$ cat src/rtl/unidade_controle.sv
// Control FSM for the 16-bit processor datapath: sequences instruction load,
// register-file access, ALU operation, ALU-result capture and write-back.
module unidade_controle #(
  parameter int DATA_WIDTH     = 16,
  parameter int REG_ADDR_WIDTH = 3
) (
  input  logic                      Clock,
  input  logic                      Reset,
  input  logic                      Run,
  input  logic [DATA_WIDTH-1:0]     instruction,
  output logic                      irLoad,
  output logic                      aluRegLoad,
  output logic [1:0]                controlUla,
  output logic [1:0]                controlMux,
  output logic [REG_ADDR_WIDTH-1:0] readAddr1,
  output logic [REG_ADDR_WIDTH-1:0] readAddr2,
  output logic [REG_ADDR_WIDTH-1:0] writeAddr,
  output logic                      writeEnable,
  output logic                      Done,
  output logic                      Busy,
  output logic                      Invalid
);

  typedef enum logic [1:0] {
    S_IDLE  = 2'd0,
    S_EXEC1 = 2'd1,
    S_EXEC2 = 2'd2
  } state_t;

  localparam logic [2:0] OP_MV  = 3'b000;
  localparam logic [2:0] OP_MVI = 3'b001;
  localparam logic [2:0] OP_ADD = 3'b010;
  localparam logic [2:0] OP_SUB = 3'b011;
  localparam logic [2:0] OP_AND = 3'b100;
  localparam logic [2:0] OP_OR  = 3'b101;

  localparam logic [1:0] MUX_RF1 = 2'b00;
  localparam logic [1:0] MUX_IN  = 2'b10;
  localparam logic [1:0] MUX_ALU = 2'b11;

  state_t state_reg, state_next;

  logic [2:0]                op;
  logic [REG_ADDR_WIDTH-1:0] rx;
  logic [REG_ADDR_WIDTH-1:0] ry;
  logic                      unused_bits;

  assign op = instruction[DATA_WIDTH-1 -: 3];
  assign rx = instruction[DATA_WIDTH-4 -: REG_ADDR_WIDTH];
  assign ry = instruction[DATA_WIDTH-4-REG_ADDR_WIDTH -: REG_ADDR_WIDTH];
  assign unused_bits = ^instruction[DATA_WIDTH-4-2*REG_ADDR_WIDTH:0];

  always_ff @(posedge Clock) begin
    if (Reset) state_reg <= S_IDLE;
    else       state_reg <= state_next;
  end

  always_comb begin
    state_next  = state_reg;
    irLoad      = 1'b0;
    aluRegLoad  = 1'b0;
    controlUla  = 2'b00;
    controlMux  = MUX_RF1;
    readAddr1   = '0;
    readAddr2   = '0;
    writeAddr   = '0;
    writeEnable = 1'b0;
    Done        = 1'b0;
    Busy        = 1'b0;
    Invalid     = 1'b0;

    // Reset masks every output so an interrupted instruction never writes back.
    if (!Reset) begin
      Busy = (state_reg != S_IDLE);
      case (state_reg)
        S_IDLE: begin
          if (Run) begin
            irLoad     = 1'b1;
            state_next = S_EXEC1;
          end
        end
        S_EXEC1: begin
          case (op)
            OP_MV: begin
              readAddr1   = ry;
              controlMux  = MUX_RF1;
              writeAddr   = rx;
              writeEnable = 1'b1;
              Done        = 1'b1;
              state_next  = S_IDLE;
            end
            OP_MVI: begin
              controlMux  = MUX_IN;
              writeAddr   = rx;
              writeEnable = 1'b1;
              Done        = 1'b1;
              state_next  = S_IDLE;
            end
            OP_ADD, OP_SUB, OP_AND, OP_OR: begin
              readAddr1  = rx;
              readAddr2  = ry;
              // add/sub/and/or are consecutive opcodes starting at 010.
              controlUla = op[1:0] - 2'b10;
              aluRegLoad = 1'b1;
              state_next = S_EXEC2;
            end
            default: begin
              Done       = 1'b1;
              Invalid    = 1'b1;
              state_next = S_IDLE;
            end
          endcase
        end
        S_EXEC2: begin
          controlMux  = MUX_ALU;
          writeAddr   = rx;
          writeEnable = 1'b1;
          Done        = 1'b1;
          state_next  = S_IDLE;
        end
        default: state_next = S_IDLE;
      endcase
    end
  end

endmodule

$ cat config.mk
export PLATFORM = sky130hd
export DESIGN_NAME = unidade_controle
export DESIGN_NICKNAME = d
export VERILOG_FILES = /design/src/rtl/unidade_controle.sv
export SDC_FILE = /design/constraint.sdc
export NUM_CORES = 1
export LEC_CHECK = 0
export BUFFER_PORTS_ARGS = -buffer_cell sky130_fd_sc_hd__buf_2
export CELL_PAD_IN_SITES_DETAIL_PLACEMENT = 1
export CELL_PAD_IN_SITES_GLOBAL_PLACEMENT = 2
export CORE_ASPECT_RATIO = 1.2
export CORE_MARGIN = 4
export CORE_UTILIZATION = 15
export DETAILED_ROUTE_END_ITERATION = 8
export PLACE_DENSITY_LB_ADDON = 0.1
export RECOVER_POWER = 100
export SETUP_SLACK_MARGIN = 0.02
export SYNTH_ARGS = -nofsm -noshare
export SYNTH_HDL_FRONTEND = slang
export SYNTH_SLANG_ARGS = --single-unit
$ cat constraint.sdc
create_clock -name Clock -period 1.1 [get_ports Clock]
set_input_delay 0.055 -clock Clock [delete_from_list [all_inputs] [get_ports Clock]]
set_output_delay 0.055 -clock Clock [all_outputs]
set_load 0.1 [all_outputs]
==> metrics.cfg, run 1 <==
[synth]
synth_cells = 53
syn_nets = 75
synth_seq_area_share_pct = 9.786
ys_top_cells_by_area = nand3b_1 (11%), nor3b_1 (11%), dfxtp_1 (9.8%)
yosysWarnings = 0
yosys.area.top_type = nand3b_1
syn-cell-area_um2 = 409.1
yosysTopAreaCellShare_pct = 11.01
synth_cell_types = 22
syn_avg_cell_area_um2 = 7.720
ys_ff_latch = 2

[clock_tree]
worstSkewPairLatency_ns = 0.22
cts_sinks = 2
cts_root_buf = clkbuf_4
htree_levels = 1
numCtsBuffers = 3
cts_buffer_depth = 2
ctsHoldBuffers = 0
cts_tree = built
cts.clk_slew.worst_paths_ns = 0.03

[routing]
ant_nets = 0
drt_iter0_drc = 2
drc = 0
wirelength_um = 1883
dr.pass1.iters = 3
num_vias = 600
avgRoutedWirePerCell_um = 13.55
viasPerCell = 4.317

[final_layout]
largest_reg_flops = 2
final_area_mm2 = 0.001423
antenna_cells = 0
fin_util_pct = 55.19
drive_gt1_share_pct = 82.08
nets = 130
regArea_um2 = 45.04
multi_input_area_um2 = 586.8
fillCellCount = 264
syn_to_final_growth_pct = 247.7

[floorplanning]
fp.coreArea_mm2 = 0.002577
io-pin-count = 38
rows = 20
chipWidth_um = 55.68
start_util_pct = 15.87
dieArea_mm2 = 0.003631
die_h_um = 65.21

[grt]
grt_pass1_wl_um = 3118
grt_pass1_vias = 678
grt_use_total_pct = 10.39
gr-total-overflow = 0
grt_antenna_before_repair = 0
grt_max_degree = 8

[worst_hold_path]
hp-class = in -> reg
hold_start = Run

[sta]
post-route-period-util_pct = 157.8
grt_setup_unrepaired = true
slew_violations = 0
skew_ns = 0.0003939
tns_ns = -9.591
setup_slack_ns = -0.6357
hold_viol_final = 0
whs_ns = 0.1361
slew_headroom_pct = 72.00
setup_violations = 20
clock.fmax_ghz = 0.5761
final.min_clock_period_ns = 1.736
tightest_slew_ns = 0.4170

[worst_setup_path]
cp-start-kind = register
required_ns = 1.04
reg2reg_from = state_reg[1]
crit_start = state_reg[1]
cp_max_fo = 5
path_cells = inv_4, ha_4, or3b_4, buf_4, a21oi_4, buf_12
crit_type = reg -> out
critPathSlowestCell = or3b_4
slowest_delay_ns = 0.45
cp.arrival_ns = 1.68
end_kind = output pin

[placement]
place.gp.congestion = 0.7040
placed_area_mm2 = 0.001229
port_buffers = 30
dp_slack_ns = -0.4049
dp_hpwl_um = 1458

[power_and_ir_drop]
switchingPower_w = 0.0003637
peakVddDrop_v = 0.0005025
p_seq_share_pct = 10.6
p_per_area_mw_per_mm2 = 579.8
pwr-share-clk_pct = 18.9
netSwitchingFraction_pct = 44.10
comb_power_share_pct = 70.6
leakage_nw = 0.5417
p_int_w = 0.0004611

[status]
violations = setup timing
status = complete, but fails checks

[flow_run]
maxCapViolations = 0

## per-stage QoR
step                      total power, W  instances
after floorplan                0.0003841         53
after global placement         0.0005851        128
after detailed placement       0.0005902        128
after CTS                      0.0008108        136
after global routing           0.0008733        139
final                          0.0008248        139
## area by class of cell
cell class | instances | area share [%]
Clock buffer | 3 | 1.583
Inverter | 6 | 2.111
Multi-Input combinational cell | 42 | 41.25
Sequential cell | 2 | 3.166
Tap cell | 33 | 2.902
Timing Repair Buffer | 53 | 48.99
## cells in the final DEF, fill, tap and decap left out
master,instances
a211oi_4,4
a21oi_4,1
a2bb2o_4,1
a31oi_4,3
and3b_1,1
and3b_4,1
and4b_2,1
buf_12,23
buf_16,1
buf_2,11
buf_4,13
buf_6,5
clkbuf_4,3
dfxtp_2,1
dfxtp_4,1
ha_4,3
inv_1,3
inv_4,3
nand2b_2,1
nand2b_4,1
nand3b_1,6
nor2_1,2
nor2_4,3
nor2b_1,1
nor3b_1,1
nor3b_4,5
o31ai_4,1
or3b_4,1
or4b_1,3
or4bb_1,1
xnor2_1,1
## cell families (layout without fill, tap and decap cells)
group           after synthesis  in the layout  share of synthesized area (%)
simple gates                 28             28                          51.07
compound gates               10             10                          17.43
buf+inv                       9             62                          10.39
fa+ha+maj                     3              3                          9.175
flops                         2              2                          9.786
xor+xnor                      1              1                          2.141
## cells in the mapped netlist
library cell,count
and4b_2,1
a2bb2o_1,1
or3b_4,1
clkbuf_1,1
nor2b_1,1
nand2b_1,2
or4b_1,3
nor2_1,5
a211oi_1,4
xnor2_1,1
dfxtp_1,2
a21oi_1,1
ha_1,3
buf_6,1
buf_2,1
a31oi_1,3
nand3b_1,6
o31ai_1,1
nor3b_1,6
inv_1,6
or4bb_1,1
and3b_1,2
## power by group through the flow
stage | Sequential [W] | Clock, W | Combinational (W)
floorplan | 0.0000850 | 0 | 0.000299
finish | 0.0000871 | 0.000156 | 0.000582
global placement | 0.0000855 | 0 | 0.000500
detailed placement | 0.0000863 | 0 | 0.000504
CTS | 0.0000853 | 0.000165 | 0.000561
global route | 0.0000876 | 0.000171 | 0.000614
## final timing paths
path	slack [ns]	cells after the start	endpoint
setup / recovery	-0.64	6	writeEnable
hold / removal	0.14	3	state_reg[0]
setup reg to reg	-0.20	7	state_reg[1]
hold reg to reg	0.55	2	state_reg[0]
## critical path, delay by kind of cell (launching register included)
family                     cells  cell delay, ns
DFF                            1            0.32
buffers and inverters          3            0.42
AOI/OAI and AO/OA              1            0.13
adders and majority gates      1            0.12
and+or+nand+nor                1            0.45
## routing by layer
layer	track usage, %	part of all wire (%)	vias to the layer above
met5	0	0	-
met4	1.824	0	0
met3	2.358	4.3	0
met2	19.97	58	14
met1	11.67	37	285
li1	-	-	301
## what timing repair did
action	in CTS	in global routing
gates resized for setup	15	8
setup buffers	4	5
setup endpoints to repair	20	20
cloned	1	0
pin swaps	5	4
Power figures use the tool's default switching activity.
==> run 2: changes to the inputs <==
--- a/config.mk
+++ b/config.mk
@@ -8,7 +8,7 @@
 export BUFFER_PORTS_ARGS = -buffer_cell sky130_fd_sc_hd__buf_2
 export CELL_PAD_IN_SITES_DETAIL_PLACEMENT = 1
 export CELL_PAD_IN_SITES_GLOBAL_PLACEMENT = 2
-export CORE_ASPECT_RATIO = 1.2
+export CORE_ASPECT_RATIO = 1.5
 export CORE_MARGIN = 4
 export CORE_UTILIZATION = 15
 export DETAILED_ROUTE_END_ITERATION = 8
==> run 2 against run 1 <==
Net effect: the run still ends with setup timing left; largest power group unchanged; global-route usage grew 0.66 points; register-to-register slack gained 0.07 ns; critical path depth shrank 1; highest routed layer is now met4; critical path type unchanged; power shrank 2.9%.
==> metrics.cfg, run 2 (same netlist as run 1, synthesis figures left out) <==
[status]
status = complete, but fails checks
violations = setup timing

[placement]
place.gp.congestion = 0.6815  ; -3.2%
dp_slack_ns = -0.4206  ; -0.01570 ns
dp_hpwl_um = 1575  ; +8.0%
dp.cells = 135  ; +5.5%
port_buffers = 30  ; unchanged
placed_area_mm2 = 0.001237  ; +0.71%

[grt]
grt_pass1_wl_um = 3118  ; unchanged
gr-total-overflow = 0  ; unchanged
grt_use_total_pct = 11.05  ; +0.66 points
grt_pass1_vias = 710  ; +4.7%
grt_antenna_before_repair = 0  ; unchanged
grt_max_degree = 8  ; unchanged

[clock_tree]
numCtsBuffers = 3  ; unchanged
worstSkewPairLatency_ns = 0.24  ; +0.02 ns
cts_tree = built
cts_root_buf = clkbuf_4
cts.clk_slew.worst_paths_ns = 0.04  ; about the same
htree_levels = 1  ; unchanged
cts_buffer_depth = 2  ; unchanged
cts_sinks = 2  ; unchanged

[power_and_ir_drop]
pwr-share-clk_pct = 21.8  ; +2.9 points
leakage_nw = 0.5196  ; -4.1%
comb_power_share_pct = 67.5  ; -3.1 points
switchingPower_w = 0.0003653  ; +0.42%
netSwitchingFraction_pct = 45.60  ; +1.5 points
p_per_area_mw_per_mm2 = 593.9  ; +2.4%
p_seq_share_pct = 10.7  ; about the same
p_int_w = 0.0004357  ; -5.5%
peakVddDrop_v = 0.0004932  ; -1.9%

[final_layout]
multi_input_area_um2 = 553.0  ; -5.8%
layoutNonFillerInstCount = 142  ; +2.2%
syn_to_final_growth_pct = 229.7
nets = 130  ; unchanged
regArea_um2 = 45.04  ; unchanged
fillCellCount = 271  ; +2.7%
mostFrequentLayoutCells = buf_12 (21), buf_4 (17), buf_2 (11)
largest_reg_flops = 2  ; unchanged
antenna_cells = 0  ; unchanged
drive_gt1_share_pct = 80.19  ; -1.9 points
fin_util_pct = 53.26  ; -1.9 points
final_common_cell = buf_12
final_area_mm2 = 0.001349  ; -5.2%

[worst_setup_path]
cp_max_fo = 5  ; unchanged
crit_family = simple AND/OR/NAND/NOR gates
cp-start-kind = register
cp.arrival_ns = 1.69  ; about the same
slowest_delay_ns = 0.45  ; about the same
critPathSlowestCell = or3b_4
end_kind = output pin
crit_type = reg -> out
path_cells = inv_2, ha_4, or3b_4, a211oi_4, buf_12
required_ns = 1.04  ; about the same
worst-path-buf-inv = 2  ; -1

[floorplanning]
rows = 22  ; +10%
io-pin-count = 38  ; unchanged
chipWidth_um = 50.64  ; -9.0%
die_h_um = 71.97  ; +10%
dieArea_mm2 = 0.003644  ; +0.38%
fp.coreArea_mm2 = 0.002532  ; -1.7%
start_util_pct = 16.16  ; +0.28 points

[sta]
hold_viol_final = 0  ; unchanged
tightest_slew_ns = 0.3308  ; -0.08621 ns
setup_slack_ns = -0.6435  ; -0.007845 ns
clock.fmax_ghz = 0.5736  ; -0.45%
slew_headroom_pct = 77.79  ; +5.8 points
grt_setup_unrepaired = true
post-route-period-util_pct = 158.5  ; +0.71 points
final.min_clock_period_ns = 1.744  ; +0.007845 ns
skew_ns = 0.009152  ; +0.008758 ns
setup_violations = 20  ; unchanged
slew_violations = 0  ; unchanged

[flow_run]
maxCapViolations = 0  ; unchanged

[routing]
avgRoutedWirePerCell_um = 13.31  ; -1.7%
dr.pass1.iters = 2  ; -1
drc = 0  ; unchanged
wirelength_um = 1890  ; +0.37%
viasPerCell = 4.254  ; -1.5%
ant_nets = 0  ; unchanged
drt_iter0_drc = 1  ; -1
num_vias = 604  ; +0.67%

[worst_hold_path]
hp-class = in -> reg

==> run 2: cell count changes in the layout (fill, tap and decap cells not counted), moves of 2 or more <==
cell    previous run  this run
buf_12            23        21
buf_4             13        17
buf_6              5         2
buf_8              0         2
==> run 2: cell type report <==
cell class                      count  area share, %
Timing Repair Buffer               53          48.61
Multi-Input combinational cell     42          41.00
Sequential cell                     2          3.340
Tap cell                           36          3.340
Inverter                            6          2.041
Clock buffer                        3          1.670
==> run 2: path summary, 6_finish.rpt <==
| check | slack (ns) | cells after the start | endpoint | from |
|---|---|---|---|---|
| worst max-delay path | -0.64 | 5 | writeAddr[0] | state_reg[1] |
| worst min-delay path | 0.14 | 3 | state_reg[0] | Run |
| worst max register to register | -0.13 | 4 | state_reg[1] | state_reg[0] |
| worst min register to register | 0.68 | 3 | state_reg[0] | state_reg[0] |
==> run 2: timing repair <==
action / CTS / global route
pin swaps: 5 / 4
gates resized for setup: 12 / 3
setup buffers: 4 / 2
hold buffers: 0 / 0
setup endpoints to repair: 20 / 20
hold endpoints to repair: 0 / 0
==> run 2: metal layers <==
metal | up-vias | wire (um) | part of all wire (%) | global-route usage (%)
li1 | 302 | - | - | -
met1 | 285 | 618 | 33 | 9.565
met2 | 15 | 1184 | 63 | 23.69
met3 | 2 | 65 | 3.4 | 1.643
met4 | 0 | 22 | 1.2 | 4.491
met5 | - | 0 | 0 | 0
==> run 2: worst register-to-register path, stage by stage (launching register included) <==
cell and delay, ns:
dfxtp_4 0.35, inv_4 0.05, ha_1 0.17, or4bb_1 0.48
o31ai_1 0.08
==> run 2: power groups by stage <==
stage,Clock (W),Sequential [W],Combinational [W]
6_report,0.000175,0.0000857,0.000541
5_1_grt,0.000193,0.0000867,0.000571
4_1_cts,0.000187,0.0000844,0.000538
3_5_place_dp,0,0.0000858,0.000505
3_3_place_gp,0,0.0000855,0.000498
2_1_floorplan,0,0.0000850,0.000299
==> run 2: per-stage QoR <==
step	power (W)	setup TNS, ns	hold WS (ns)
after CTS	0.0008091	-8.959	0.1149
after detailed placement	0.0005912	-4.187	0.3631
after global routing	0.0008511	-10.10	0.1847
after global placement	0.0005836	-3.807	0.3559
final	0.0008010	-8.760	0.1417
after floorplan	0.0003841	-9.261	0.1237
==> run 3: changes to the inputs <==
--- a/config.mk
+++ b/config.mk
@@ -5,13 +5,13 @@
 export SDC_FILE = /design/constraint.sdc
 export NUM_CORES = 1
 export LEC_CHECK = 0
-export BUFFER_PORTS_ARGS = -buffer_cell sky130_fd_sc_hd__buf_2
 export CELL_PAD_IN_SITES_DETAIL_PLACEMENT = 1
 export CELL_PAD_IN_SITES_GLOBAL_PLACEMENT = 2
-export CORE_ASPECT_RATIO = 1.5
 export CORE_MARGIN = 4
-export CORE_UTILIZATION = 15
+export CORE_UTILIZATION = 24
 export DETAILED_ROUTE_END_ITERATION = 8
+export DONT_BUFFER_PORTS = 1
+export GPL_TIMING_DRIVEN = 0
 export PLACE_DENSITY_LB_ADDON = 0.1
 export RECOVER_POWER = 100
 export SETUP_SLACK_MARGIN = 0.02
==> run 3 against run 2 <==
Net effect: the flow still finishes with violations (setup timing); sequential share of layout area up 2.4 points; combinational power shrank 31%; utilization fell by 3.1 points; first-iteration DRC count is the same; global-route usage up 3.1 points; critical path depth decreased by 1; hold slack got worse by 0.13 ns; clock skew fell by 0.0090 ns.
==> metrics.cfg, run 3 (same netlist as run 1, synthesis figures left out) <==
[clock_tree]
cts_sinks = 2  ; unchanged
worstSkewPairLatency_ns = 0.22  ; -0.02 ns
cts.clk_slew.worst_paths_ns = 0.03  ; about the same
numCtsBuffers = 3  ; unchanged
cts_buffer_depth = 2  ; unchanged
cts_root_buf = clkbuf_4
cts_tree = built
htree_levels = 1  ; unchanged

[final_layout]
antenna_cells = 0  ; unchanged
mostFrequentLayoutCells = nand3b_1 (6), nor3b_4 (5)
syn_to_final_growth_pct = 91.13
largest_reg_flops = 2  ; unchanged
nets = 87  ; -33%
drive_gt1_share_pct = 68.25  ; -12 points
layoutNonFillerInstCount = 79  ; -44%
fillCellCount = 164  ; -39%
final_common_cell = nand3b_1

[power_and_ir_drop]
peakVddDrop_v = 0.0005975  ; +21%
leakage_nw = 0.2503  ; -52%
pwr-share-clk_pct = 25.6  ; +3.8 points
switchingPower_w = 0.0003078  ; -16%
p_seq_share_pct = 14.0  ; +3.3 points
p_int_w = 0.0003111  ; -29%
p_per_area_mw_per_mm2 = 791.4  ; +33%
netSwitchingFraction_pct = 49.74  ; +4.1 points
comb_power_share_pct = 60.4  ; -7.1 points

[grt]
grt_pass1_wl_um = 2622  ; -16%
grt_pass1_vias = 517  ; -27%
grt_antenna_before_repair = 0  ; unchanged
grt_use_total_pct = 14.19  ; +3.1 points
gr-total-overflow = 0  ; unchanged
grt_max_degree = 11  ; +3

[sta]
final.min_clock_period_ns = 2.216  ; +0.4727 ns
clock.fmax_ghz = 0.4512  ; -21%
post-route-period-util_pct = 201.5  ; +43 points
setup_slack_ns = -1.116  ; -0.4727 ns
setup_violations = 20  ; unchanged
skew_ns = 0.0001543  ; -0.008997 ns
slew_violations = 0  ; unchanged
slew_headroom_pct = 25.98  ; -52 points
tightest_slew_ns = 1.107  ; +0.7759 ns
hold_viol_final = 0  ; unchanged
grt_setup_unrepaired = true

[placement]
dp.cells = 69  ; -49%
port_buffers = 0  ; -100%
dp_slack_ns = -0.9117  ; -0.4911 ns
place.gp.congestion = 0.6971  ; +2.3%
dp_hpwl_um = 1186  ; -25%

[status]
violations = setup timing
status = complete, but fails checks

[routing]
drt_iter0_drc = 1  ; unchanged
ant_nets = 0  ; unchanged
dr.pass1.iters = 2  ; unchanged
num_vias = 449  ; -26%
viasPerCell = 5.684  ; +34%
wirelength_um = 1498  ; -21%
avgRoutedWirePerCell_um = 18.96  ; +42%
drc = 0  ; unchanged

[worst_setup_path]
cp.arrival_ns = 2.16  ; +0.47 ns
cp_max_fo = 5  ; unchanged
required_ns = 1.04  ; about the same
cp-start-kind = register
crit_type = reg -> out
end_kind = output pin

[floorplanning]
io-pin-count = 38  ; unchanged
fp.coreArea_mm2 = 0.001559  ; -38%
die_h_um = 49.29  ; -32%
start_util_pct = 26.24  ; +10 points
chipWidth_um = 49.29  ; -2.7%
rows = 14  ; -36%
dieArea_mm2 = 0.002430  ; -33%

[worst_hold_path]
hp-class = in -> reg

[flow_run]
maxCapViolations = 0  ; unchanged

run 3: cell count changes in the layout (fill, tap and decap cells not counted), moves of 2 or more:
cell / change
buf_6: +2
buf_4: -13
buf_8: -2
buf_2: -10
buf_12: -21
run 3: timing repair:
action / in CTS / in global routing
hold buffers: 1 / 0
setup buffers: 4 / 3
gates resized for setup: 10 / 6
endpoints found under the hold margin: 1 / 0
pin swaps: 7 / 4
endpoints found under the setup margin: 20 / 20
run 3: worst max-delay path, stage by stage (launching register included):
cell and delay [ns]:
dfxtp_2 0.33, inv_4 0.07, ha_4 0.13, or3b_4 0.45, a211oi_4 0.95
run 3: per-stage QoR:
step	util, %	power [W]	hold slack (ns)	TNS, ns	cell area (um^2)
6_report	50.16	0.0006189	0.01075	-14.92	782.0
5_1_grt	50.16	0.0006643	0.02708	-16.38	782.0
4_1_cts	48.23	0.0006189	0.007678	-15.67	752.0
3_5_place_dp	41.01	0.0004105	0.1354	-11.21	639.4
3_3_place_gp	41.01	0.0004014	0.1274	-10.56	639.4
2_1_floorplan	-	0.0003841	0.1237	-9.261	619.3
run 3: power groups by stage:
stage / sequential [W] / clock [W] / combinational [W]
6_report: 0.0000867 / 0.000159 / 0.000374
5_1_grt: 0.0000881 / 0.000182 / 0.000394
4_1_cts: 0.0000867 / 0.000168 / 0.000364
3_5_place_dp: 0.0000863 / 0 / 0.000324
3_3_place_gp: 0.0000854 / 0 / 0.000316
2_1_floorplan: 0.0000850 / 0 / 0.000299
run 3: path summary, 6_finish.rpt:
kind              slack (ns)         start  cells past startpoint            to
setup / recovery       -1.12  state_reg[1]                      4  writeAddr[2]
setup reg to reg       -0.18  state_reg[0]                      4  state_reg[1]
hold reg to reg         0.56  state_reg[0]                      2  state_reg[0]
hold / removal          0.01           Run                      2  state_reg[0]
run 3: layer usage:
metal	vias up	track usage [%]	share of wire [%]
li1	214	-	-
met1	210	15.63	40
met2	23	22.99	49
met3	2	6.116	10
met4	0	7.109	0.93
met5	-	0	0
run 3: area by class of cell:
class,instances,area [um^2],share of cell area (%)
multi-input combinational,42,576.8,73.76
timing repair buffer,8,73.82,9.440
sequential,2,45.04,5.760
inverter,6,27.53,3.520
clock buffer,3,22.52,2.880
tap,16,20.02,2.560
buffer,2,16.27,2.080
